$ cat config.mk
export PLATFORM = sky130hd
export DESIGN_NAME = alu_arbiter
export DESIGN_NICKNAME = d
export VERILOG_FILES = /design/src/rtl/alu_arbiter.sv
export SDC_FILE = /design/constraint.sdc
export NUM_CORES = 1
export LEC_CHECK = 0
export BUFFER_PORTS_ARGS = -buffer_cell sky130_fd_sc_hd__clkbuf_2
export CORE_ASPECT_RATIO = 0.9
export CORE_MARGIN = 2
export CORE_UTILIZATION = 38
export DETAILED_ROUTE_END_ITERATION = 7
export PLACE_DENSITY_LB_ADDON = 0.05
export REMOVE_ABC_BUFFERS = 1
export SKIP_CTS_REPAIR_TIMING = 1
export SYNTH_ARGS = -nofsm -noshare
export SYNTH_HDL_FRONTEND = slang
export SYNTH_SLANG_ARGS = --single-unit
export TNS_END_PERCENT = 30
$ cat constraint.sdc
create_clock -name clk -period 2.9 [get_ports clk]
set_input_delay 0.145 -clock clk [delete_from_list [all_inputs] [get_ports clk]]
set_output_delay 0.145 -clock clk [all_outputs]
set_load 0.05 [all_outputs]
$ cat src/rtl/alu_arbiter.sv
// alu_arbiter: shares one ALU between two requesters.
//   - Round-robin issue of requester operations (pushin/stopout handshake)
//     onto the ALU operation port (alu_pushin/alu_stopout).
//   - A tag FIFO of depth DEPTH records which requester owns each
//     in-flight operation; ALU results (alu_pushout/alu_stopin) are
//     steered back to the requester named by the head tag.
// Ports:
//   clk, rst                      clock, async active-high reset
//   pushin*/a*/b*/ci*/ctl*        requester operations in
//   stopout*                      requester backpressure out
//   alu_pushin/a/b/ci/ctl         operation to ALU
//   alu_stopout                   ALU backpressure in
//   alu_pushout/z/cout            ALU result in
//   alu_stopin                    backpressure to ALU result port
//   pushout*/z*/cout*             results to requesters
//   stopin*                       requester result backpressure in
//   outstanding                   tags currently held in the FIFO
//   err                           sticky: ALU result with no tag pending
module alu_arbiter #(
  parameter int unsigned DEPTH = 4
) (
  input  logic                   clk,
  input  logic                   rst,
  input  logic                   pushin0,
  input  logic                   pushin1,
  input  logic [7:0]             a0,
  input  logic [7:0]             b0,
  input  logic [7:0]             a1,
  input  logic [7:0]             b1,
  input  logic                   ci0,
  input  logic                   ci1,
  input  logic [1:0]             ctl0,
  input  logic [1:0]             ctl1,
  output logic                   stopout0,
  output logic                   stopout1,
  output logic                   alu_pushin,
  output logic [7:0]             alu_a,
  output logic [7:0]             alu_b,
  output logic                   alu_ci,
  output logic [1:0]             alu_ctl,
  input  logic                   alu_stopout,
  input  logic                   alu_pushout,
  input  logic [7:0]             alu_z,
  input  logic                   alu_cout,
  output logic                   alu_stopin,
  output logic                   pushout0,
  output logic                   pushout1,
  output logic [7:0]             z0,
  output logic [7:0]             z1,
  output logic                   cout0,
  output logic                   cout1,
  input  logic                   stopin0,
  input  logic                   stopin1,
  output logic [$clog2(DEPTH):0] outstanding,
  output logic                   err
);

  localparam int unsigned PW = $clog2(DEPTH);
  localparam int unsigned CW = PW + 1;

  logic [DEPTH-1:0] r_tags;
  logic [PW-1:0]    r_wptr;
  logic [PW-1:0]    r_rptr;
  logic [CW-1:0]    r_count;
  logic             r_last;
  logic             r_err;

  logic w_full;
  logic w_empty;
  logic w_issue_ok;
  logic w_gnt_vld;
  logic w_gnt;
  logic w_head;
  logic w_push;
  logic w_pop;

  assign w_full     = (r_count == CW'(DEPTH));
  assign w_empty    = (r_count == '0);
  // Full blocks issue even when a pop happens in the same cycle.
  assign w_issue_ok = !alu_stopout && !w_full;
  assign w_head     = r_tags[r_rptr];

  always_comb begin
    w_gnt_vld = 1'b0;
    w_gnt     = 1'b0;
    if (w_issue_ok) begin
      if (pushin0 && pushin1) begin
        w_gnt_vld = 1'b1;
        w_gnt     = ~r_last;
      end else if (pushin0) begin
        w_gnt_vld = 1'b1;
        w_gnt     = 1'b0;
      end else if (pushin1) begin
        w_gnt_vld = 1'b1;
        w_gnt     = 1'b1;
      end
    end
  end

  always_comb begin
    alu_pushin = 1'b0;
    alu_a      = '0;
    alu_b      = '0;
    alu_ci     = 1'b0;
    alu_ctl    = '0;
    stopout0   = 1'b1;
    stopout1   = 1'b1;
    if (w_gnt_vld) begin
      alu_pushin = 1'b1;
      if (w_gnt) begin
        alu_a    = a1;
        alu_b    = b1;
        alu_ci   = ci1;
        alu_ctl  = ctl1;
        stopout1 = 1'b0;
      end else begin
        alu_a    = a0;
        alu_b    = b0;
        alu_ci   = ci0;
        alu_ctl  = ctl0;
        stopout0 = 1'b0;
      end
    end
  end

  // Result routing: nothing is forwarded while the FIFO is empty, so a
  // stray ALU result only raises err.
  always_comb begin
    pushout0   = 1'b0;
    pushout1   = 1'b0;
    z0         = '0;
    z1         = '0;
    cout0      = 1'b0;
    cout1      = 1'b0;
    alu_stopin = 1'b1;
    if (!w_empty) begin
      if (w_head) begin
        pushout1   = alu_pushout;
        z1         = alu_z;
        cout1      = alu_cout;
        alu_stopin = stopin1;
      end else begin
        pushout0   = alu_pushout;
        z0         = alu_z;
        cout0      = alu_cout;
        alu_stopin = stopin0;
      end
    end
  end

  assign w_push = alu_pushin && !alu_stopout;
  assign w_pop  = alu_pushout && !alu_stopin && !w_empty;

  always_ff @(posedge clk or posedge rst) begin
    if (rst) begin
      r_tags  <= '0;
      r_wptr  <= '0;
      r_rptr  <= '0;
      r_count <= '0;
      r_last  <= 1'b1;
      r_err   <= 1'b0;
    end else begin
      if (w_push) begin
        r_tags[r_wptr] <= w_gnt;
        r_wptr         <= r_wptr + 1'b1;
        r_last         <= w_gnt;
      end
      if (w_pop) begin
        r_rptr <= r_rptr + 1'b1;
      end
      case ({w_push, w_pop})
        2'b10:   r_count <= r_count + 1'b1;
        2'b01:   r_count <= r_count - 1'b1;
        default: r_count <= r_count;
      endcase
      if (alu_pushout && w_empty) begin
        r_err <= 1'b1;
      end
    end
  end

  assign outstanding = r_count;
  assign err         = r_err;

endmodule

Word level (Yosys, flattened, before mapping)

Index checks and enable logic that the tools add are counted.

Register bits after elaboration: 13
Bits in latches: 0
Memory bits (writable): 0
ROM bits: 0
Input port bits: 55
Output and inout bits: 47
Logic and storage cells: 70
Memories: 0

Add/subtract/negate cells: 4
Multipliers: 0
Divide/modulo/power cells: 0
$lt $le $gt $ge: 3
Eq/ne operators: 3
Shift operators: 0
Multiplexer cells: 40
Bitwise operators: 1
Reductions and logical operators: 13

Operator list:

| cell                | number |
|---|---|
| $mux 8              | 8 |
| $mux 1              | 26 |
| $logic_and 1x1->1   | 7 |
| $lt 2x3->1 const B  | 2 |
| $pmux 3 s2          | 1 |
| $add 2x1->2 const B | 2 |
| $bwmux 4            | 1 |
| $logic_not 1->1     | 4 |
| $mux 2              | 2 |
| $add 3x1->3 const B | 1 |
| $eq 3x3->1 const B  | 1 |
| $logic_not 3->1     | 1 |
| $sub 3x1->3 const B | 1 |
| $bmux 1 s2          | 1 |
| $demux 1 s2         | 1 |
| $eq 2x1->1 const B  | 1 |
| $eq 2x2->1 const B  | 1 |
| $ge 2x1->1 const B  | 1 |
| $reduce_bool 2->1   | 1 |
| $not 1->1           | 1 |

Logic depth before layout (Yosys ltp)

Gate-level depths: netlist of run 1.

Depth in word-level cells: 9
Gate-level depth with buffers: 10
Depth with buffers taken out: 10

Worst setup path before layout of run 1

Ideal clock, no wire load.

Path type: reg-to-reg
Start point: register r_count[2], in the netlist outstanding[2]
End point: register r_count[2], in the netlist outstanding[2]
Setup time: 0.082 ns
Arrival: 2.170 ns
Required time: 2.818 ns
Setup slack: 0.648 ns
Stages on the path, launching flop included: 11
Path buffers: 1
Period minus slack after synthesis: 2.252 ns
Cell sequence: dfrtp_1 > or3_1 > clkbuf_1 > nand2_1 > nor2b_1 > ha_1 > inv_1 > fa_1 > xor2_1 > nor2_1 > xor2_1

Elaborated cells between the ends (all ways): 18
Those cells by class: add/sub (2); eq/ne (3); mux (4); reduce/logical (9)

RTL lines:

| item                                                   | RTL line | source |
|---|---|---|
| from (decl)                                            | 64       | `logic [CW-1:0] r_count;` |
| from (signal assigned)                                 | 172      | `2'b10: r_count <= r_count + 1'b1;` |
| from (signal assigned)                                 | 173      | `2'b01: r_count <= r_count - 1'b1;` |
| from (signal assigned)                                 | 174      | `default: r_count <= r_count;` |
| $logic_not 3->1 *                                      | 78       | `assign w_empty = (r_count == '0);` |
| $mux 1                                                 | 136      | `if (!w_empty) begin` |
| $logic_not 1->1                                        | 152      | `assign w_pop = alu_pushout && !alu_stopin && !w_empty;` |
| $logic_and 1x1->1                                      | 152      |  |
| $logic_and 1x1->1 *                                    | 152      |  |
| named net w_pop                                        | 75       | `logic w_pop;` |
| $eq 2x1->1 / $eq 2x2->1 (equally long branches)        | 171      | `case ({w_push, w_pop})` |
| $pmux 3 s2 / $reduce_bool 2->1 (equally long branches) | --       |  |

The timed path passes the listed nets; every way through them passes the cells marked *.
A chain may end at the register's enable or synchronous reset.

Worst setup path after layout of run 1

Start point: register r_rptr[1]
End point: register r_count[2], in the netlist outstanding[2]

Cells in the longest elaborated chain, start to end: 9
Elaborated cells between the ends (all ways): 11
Those cells by class: eq/ne (2); mux (5); reduce/logical (4)

Ends and longest elaborated chain:

| item                                                   | RTL line | source |
|---|---|---|
| from (decl)                                            | 63       | `logic [PW-1:0] r_rptr;` |
| from (signal assigned)                                 | 169      | `r_rptr <= r_rptr + 1'b1;` |
| $bmux 1 s2 *                                           | 81       | `assign w_head = r_tags[r_rptr];` |
| $mux 1 (not written as such) *                         | 81       |  |
| $mux 1 *                                               | 137      | `if (w_head) begin` |
| $mux 1 *                                               | 136      |  |
| $logic_not 1->1 *                                      | 152      |  |
| $logic_and 1x1->1 * (2 in a row)                       | 152      |  |
| named net w_pop                                        | 75       |  |
| $eq 2x1->1 / $eq 2x2->1 (equally long branches)        | 171      |  |
| $pmux 3 s2 / $reduce_bool 2->1 (equally long branches) | --       |  |

The timed path passes the listed nets; every way through them passes the cells marked *. The select of a mux whose other input is x is not followed.

==> key figures, run 1 <==
Floorplanning
  – FP Rows: 18
  – Die ar.: about 3500 um^2
  – I/O pins: 102
  – Die height: approximately 56 um
  – DIE WIDTH: between 60 and 70 um
  – Core area: 2820 um^2
  – Initial cell density of the core: 40.8%

STA
  – Final setup viols: 0
  – Slew HR: approximately 47%
  – Crit path time final: 2360 ps
  – Final TNS setup: 0 ps
  – Clk_skew: 9.66 ps
  – Worst-Margin Slew: 785 ps
  – Fin. max-slew vios: 0
  – Final hold vios: 0
  – RSZ-0062 raised after global routing: no
  – Max Fclk: 424 MHz
  – Worst Slack Setup Final: 541 ps
  – Tcrit/Tclk final: 81.3%

Synthesis
  – Synthesized area: 1150 um^2
  – #FFs+latches synth: 13
  – Mapped Cells: 148
  – Post-synthesis sequential area ratio: approximately 28%
  – Unique masters post-synth: 27
  – Syn avg cell area: slightly below 8 um^2
  – Number of warnings issued by yosys: 0

Drt
  – Post-route ant nets: 0
  – Via count: ~1,400
  – Drt first-iter violations: between 70 and 80
  – Drt total wl: around 3300 um
  – DR WL/cell: about 12 um
  – DR DRC count: 0
  – Via/cell ratio: 4.82
  – Pre-antenna DRT Iters: 4

Placed design
  – Setup slack after placement: 562 ps
  – # port buffers: about 100
  – RePlAce Congestion: 0.711
  – Dpl cell area: 1670 um^2
  – Dpl hpwl: 2810 um

Layout
  – NumNets Final: 307
  – Area Overhead vs Synth: 48.7%
  – Multi-input gate area: between 700 and 800 um^2
  – Sequential Area: 327 um^2
  – Share of layout cells above drive strength 1: 46.1%
  – Number of diodes: 0
  – Post-layout util: between 60% and 70%
  – Final Cell Area: 1710 um^2
  – Fillers: 279

Flow run
  – Max-Cap Viols: 0

Worst setup path
  – Worst setup SP type: flip-flop
  – Setup CP Type: reg2reg
  – Worst setup EP type: flip-flop
  – CP max stage cell: dfrtp_1
  – Worst endpoint data arrival time: 2560 ps
  – Crit-path max FO: 3
  – Critical Path Max Stage Delay: 430 ps
  – Crit path cell chain: mux2i_1 -> mux2i_2 -> mux2i_1 -> nor2b_1 -> ha_1 -> inv_1 -> fa_1 -> xor2_1 -> nor2_1 -> xor2_1
  – Worst Path Required: 3100 ps
  – Reg2reg path depth: 10

Pwr
  – PwrDens: about 1400 nW/um^2
  – Peak supply drop: between 1 and 1.5 mV
  – P_leak: 1.01 nW
  – Pwr Total: 0.00235 W

Global routing
  – Vias in the first global route: 1,305
  – Initial antenna violation count: 0
  – Global-route wire length before repair: 5240 um
  – Largest net degree at the start of global routing: 23
  – Global route overflow: 0
  – GRT Resource Usage Total: 19.5%

Clocking
  – Root Buffer Master: clkbuf_4
  – Clock insertion delay at the later pin of the skew report: 280 ps
  – H-tree Lvls: 1
  – Max Root-Sink Buffers: 2
  – Clock transition at path regs: 80 ps
  – CTS tree: built
  – Clock buffer count from CTS: 3
  – Sink Count: 13

Worst hold path
  – Hold path depth: 2
  – HP Class: in2reg

Run status
  – Outcome: complete, no violations
## worst max-delay path, delay by kind of cell (launching register included)
family	cells	cell delay, ps
XOR/XNOR	2	300
adder cells (fa/ha/maj)	2	570
buffers and inverters	1	70
flip-flops	1	430
multiplexers	3	630
AND/OR/NAND/NOR	2	270
## final timing paths
kind	startpoint	endpoint	slack (ps)
worst max-delay path	r_rptr[1]	outstanding[2]	540
worst min-delay path	pushin0	r_last	60
worst max register to register	r_rptr[1]	outstanding[2]	540
worst min register to register	err	err	490
max in group asynchronous	rst	r_last	2150
min in group asynchronous	rst	outstanding[1]	400
## Yosys cell counts
master | n | share of area [%]
nor2_1 | 31 | 10
a22oi_1 | 19 | 12
nand2_1 | 13 | 4.2
dfrtp_1 | 12 | 26
buf_2 | 11 | 4.8
a31oi_1 | 10 | 5.4
and3_1 | 9 | 4.9
inv_1 | 9 | 2.9
mux2i_1 | 6 | 5.2
ha_1 | 5 | 5.4
nor2b_1 | 3 | 1.6
xnor2_1 | 3 | 2.3
clkbuf_1 | 2 | 0.65
xor2_1 | 2 | 1.5
a21boi_1 | 1 | 0.65
a21boi_2 | 1 | 0.98
a21o_1 | 1 | 0.65
a21oi_1 | 1 | 0.44
a21oi_2 | 1 | 0.76
dfstp_2 | 1 | 2.3
fa_1 | 1 | 1.7
mux2_1 | 1 | 0.98
mux2i_2 | 1 | 1.2
nand4_1 | 1 | 0.55
o21ai_2 | 1 | 0.76
o21bai_1 | 1 | 0.65
or3_1 | 1 | 0.55
## final cells by class
type                    count  share of cell area [%]
clock buffers               4                    1.54
flip-flops and latches     13                    19.1
well taps                  40                    2.93
multi-input cells         113                    42.5
inverters                   9                    1.98
repair buffers            106                    31.9
## cells by family after synthesis
kind of cell	after synthesis	synth area share, %
buf+inv	22	8.39
mux	8	7.41
simple gates	58	22.0
fa+ha+maj	6	7.19
flops	13	28.4
compound gates	36	22.8
xor+xnor	5	3.81
## flip-flops by register name, indices dropped and copies added (netlist names)
| signal | cells |
|---|---|
| r_tags | 4 |
| outstanding | 3 |
| r_last | 1 |
| err | 1 |
| r_rptr | 2 |
| r_wptr | 2 |
## placed cells by master (no fill, tap or decap)
cell	netlist	layout
mux2_1	1	1
ha_1	5	5
a21boi_2	1	1
mux2i_1	6	6
nand2_1	13	13
clkbuf_4	0	3
clkbuf_1	2	1
buf_4	0	4
inv_1	9	9
clkbuf_2	0	101
o21ai_2	1	1
a21oi_1	1	1
a31oi_1	10	10
or3_1	1	1
a21oi_2	1	1
dfrtp_1	12	12
xor2_1	2	2
nor2_1	31	31
mux2i_2	1	1
xnor2_1	3	3
a21boi_1	1	1
nand4_1	1	1
fa_1	1	1
o21bai_1	1	1
and3_1	9	9
dlygate4sd3_1	0	1
a22oi_1	19	19
nor2b_1	3	3
a21o_1	1	1
dfstp_2	1	1
## power breakdown
group	internal, W	total [W]	switching, W
clock	0.0000534	0.000112	0.0000591
sequential	0.000283	0.000368	0.0000857
combinational	0.000496	0.00187	0.00138
## layer usage
metal,track usage (%),share of wire (%),wire [um]
met2,34.8,53,1780
met1,21.2,39,1320
met3,5.35,6.0,201
met4,6.08,1.2,40
met5,0,0,0
## stage by stage
step,hold slack [ps],instances
global placement,173,280
floorplan,21.2,135
detailed placement,169,280
CTS,-137,284
finish,60.6,285
global route,53.9,285
Power figures use the tool's default switching activity.
==> run 2, diff against run 1 <==
--- a/config.mk
+++ b/config.mk
@@ -5,6 +5,7 @@
 export SDC_FILE = /design/constraint.sdc
 export NUM_CORES = 1
 export LEC_CHECK = 0
+export ABC_AREA = 1
 export BUFFER_PORTS_ARGS = -buffer_cell sky130_fd_sc_hd__clkbuf_2
 export CORE_ASPECT_RATIO = 0.9
 export CORE_MARGIN = 2
==> constraint.sdc (replaced) <==
create_clock -name clk -period 2.3 [get_ports clk]
set_input_delay 0.115 -clock clk [delete_from_list [all_inputs] [get_ports clk]]
set_output_delay 0.115 -clock clk [all_outputs]
set_load 0.05 [all_outputs]
==> key figures, run 2 <==
Worst setup path
  – Crit-path most repeated cell: inv_2
  – CP Capture Point: outstanding[2]
  – Worst endpoint data arrival time: 2290 ps
  – Setup CP Type: reg2reg
  – Crit path cell chain: inv_2 -> nand2_2 -> o21bai_4 -> inv_2 -> o21ai_2 -> ha_1 -> inv_1 -> fa_1 -> a21oi_2 -> o21ai_0 -> xor2_1
  – Critical Path Max Stage Delay: 410 ps
  – Reg2reg path depth: 11
  – Setup slack, reg-to-reg: approximately 180 ps
  – Worst setup startpoint: outstanding[0]
  – Worst setup EP type: flip-flop
  – Reg-to-reg endpoint: outstanding[2]
  – Worst Path Required: 2460 ps
  – Worst reg2reg startpoint: outstanding[0]
  – Crit-path max FO: 3
  – Worst setup SP type: flip-flop
  – CP max stage cell: dfrtp_1

Synthesis
  – Unique masters post-synth: 26
  – Post-synthesis sequential area ratio: between 20% and 30%
  – Post-synth top cells: 82 x nand2_1, 27 x inv_1, 20 x nor3_1, 12 x dfrtp_1, 7 x o21ai_0
  – Post-synth EDFFs: 0
  – Syn avg cell area: 6.34 um^2
  – Most area-consuming cells after synthesis: nand2_1 26%, dfrtp_1 25%, inv_1 8.5%
  – FFs w/ async S/R, synth: 100%
  – Synth Flop Type: dfrtp_1
  – Synthesized area: around 1200 um^2
  – Area share of the largest cell type after synthesis: 25.8%
  – Synth area leader: nand2_1
  – Number of warnings issued by yosys: 0
  – Mapped Cells: approximately 190
  – Count leader, synth: nand2_1
  – #FFs+latches synth: 13

STA
  – Fin. max-slew vios: 0
  – Crit path time final: 2120 ps
  – Slew HR: 62.2%
  – Final setup viols: 0
  – Worst-Margin Slew: 566 ps
  – Tcrit/Tclk final: around 92%
  – Clk_skew: ~1.7 ps
  – RSZ-0062 raised after global routing: yes
  – Worst Slack Setup Final: between 150 and 200 ps
  – Max Fclk: roughly 470 MHz
  – Final hold vios: 0

Clocking
  – Root Buffer Master: clkbuf_4
  – H-tree Lvls: 1
  – Clock insertion delay at the later pin of the skew report: 280 ps
  – Clock transition at path regs: 80 ps
  – Max Root-Sink Buffers: 2
  – Sink Count: 13
  – CTS tree: built
  – Clock buffer count from CTS: 3

Drt
  – DR WL/cell: 8.97 um
  – Via/cell ratio: 4.26
  – DR DRC count: 0
  – Via count: between 1,000 and 1,500
  – Drt total wl: a little under 3000 um
  – Post-route ant nets: 0
  – Pre-antenna DRT Iters: 4
  – Drt first-iter violations: 36

Pwr
  – Clock share of power: under 10%
  – Sw Share: roughly 67%
  – P_leak: 1.12 nW
  – Internal power: 0.000885 W
  – PwrDens: roughly 1500 nW/um^2
  – NetSw: 0.00179 W
  – Seq pwr share: 15.4%
  – Pwr Total: between 0.002 and 0.003 W
  – Peak supply drop: 0.533 mV
  – Gate power share: between 70% and 80%

Layout
  – NumNets Final: 351
  – Area Overhead vs Synth: 47.7%
  – Commonest non-fill, non-tap cell in the layout: clkbuf_2
  – Max FFs per register: 4
  – Fillers: approximately 330
  – Final Cell Area: 1760 um^2
  – Number of diodes: 0
  – Share of layout cells above drive strength 1: roughly 42%
  – Most frequent cells in the layout: 101 x clkbuf_2, 82 x nand2_1, 26 x inv_1, 20 x nor3_1, 12 x dfrtp_1
  – Register bank with the most flops: r_tags

Floorplanning
  – Die ar.: 3600 um^2
  – FP Rows: 19
  – Die height: 57.1 um
  – I/O pins: between 100 and 150
  – Initial cell density of the core: 39.5%
  – Core area: 3020 um^2
  – DIE WIDTH: 63.0 um

Flow run
  – Max-Cap Viols: 0

Worst hold path
  – HP Class: in2reg

Global routing
  – Initial antenna violation count: 0
  – Largest net degree at the start of global routing: 23
  – Global route overflow: 0
  – Global-route wire length before repair: 4780 um
  – Vias in the first global route: 1,164
  – GRT Resource Usage Total: 16.5%

Placed design
  – # port buffers: 101
  – RePlAce Congestion: between 0.7 and 0.8
  – Dpl cell area: around 1700 um^2
  – Dpl hpwl: 2420 um
  – Setup slack after placement: about 190 ps

Run status
  – Outcome: complete, no violations
## run 2: cell types whose count changed in the layout (fill, tap and decap cells not counted), sizes merged, moves of 3 or more
cell	before	now
a22oi	19	0
a31oi	10	0
and3	9	0
buf	4	1
inv	9	30
mux2i	7	0
nand2	13	83
nand3	0	6
nor2	31	4
nor2b	3	0
nor3	0	20
o21ai	1	9
## run 2: worst max-delay path, delay by kind of cell (launching register included)
family	cells	cell delay [ps]
buffers and inverters	3	220
adder cells (fa/ha/maj)	2	590
XOR/XNOR	1	150
AND/OR/NAND/NOR	1	70
AO/OA/AOI/OAI	4	570
flip-flops	1	410
## run 2: how the worst min path moves through the flow
stage / slack, ps / endpoint / depth (start not counted) / start
after detailed placement: 140 / outstanding[1] / 2 / rst
after global placement: 150 / err / 2 / rst
final: 110 / r_rptr[0] / 3 / alu_pushout
after CTS: -170 / r_tags[0] / 2 / rst
after global routing: 130 / r_rptr[0] / 3 / alu_pushout
after floorplan: -9 / err / 1 / rst
## run 2: cells by family (layout without fill, tap and decap cells)
logic type	count (synthesis)	after routing	synth area share, %
buffers and inverters	37	137	13.7
adders and majority gates	6	6	6.93
DFF	13	13	27.4
and+or+nand+nor	114	115	40.5
xor gates and xnor gates	3	3	2.21
AOI/OAI and AO/OA	15	15	9.24
## run 2: per-layer routing
metal / global-route usage (%) / vias to the layer above / part of all wire (%)
met1: 21.8 / 563 / 46
met2: 26.9 / 60 / 45
met3: 3.75 / 2 / 7.7
met4: 5.71 / 0 / 0.98
li1: - / 786 / -
met5: 0 / - / 0
## run 2: power by group through the flow
stage          Sequential [W]  Combinational [W]  Clock (W)
6_report             0.000411            0.00212   0.000143
5_1_grt              0.000429            0.00229   0.000166
4_1_cts              0.000411            0.00212   0.000149
3_5_place_dp         0.000417            0.00211          0
3_3_place_gp         0.000413            0.00212          0
2_1_floorplan        0.000506            0.00156          0
## run 2: cell type report
cell class                 instances  area (um^2)  share of cell area [%]
clock buffer                       3         22.5                    1.28
multi-input combinational        139          717                    40.8
sequential                        13          327                    18.6
tap                               42         52.6                    2.99
inverter                          30          113                    6.40
clock inverter                     1         5.00                   0.284
timing repair buffer             103          523                    29.7
## run 2: per-stage QoR
stage          setup TNS (ps)  hold slack [ps]  utilization [%]  cells
6_report                    0              106             58.3    331
5_1_grt                 -19.2              128             58.3    331
4_1_cts                     0             -167             57.4    329
3_5_place_dp                0              143             56.5    325
3_3_place_gp                0              147             56.5    325
2_1_floorplan           -3030            -8.76                -    181
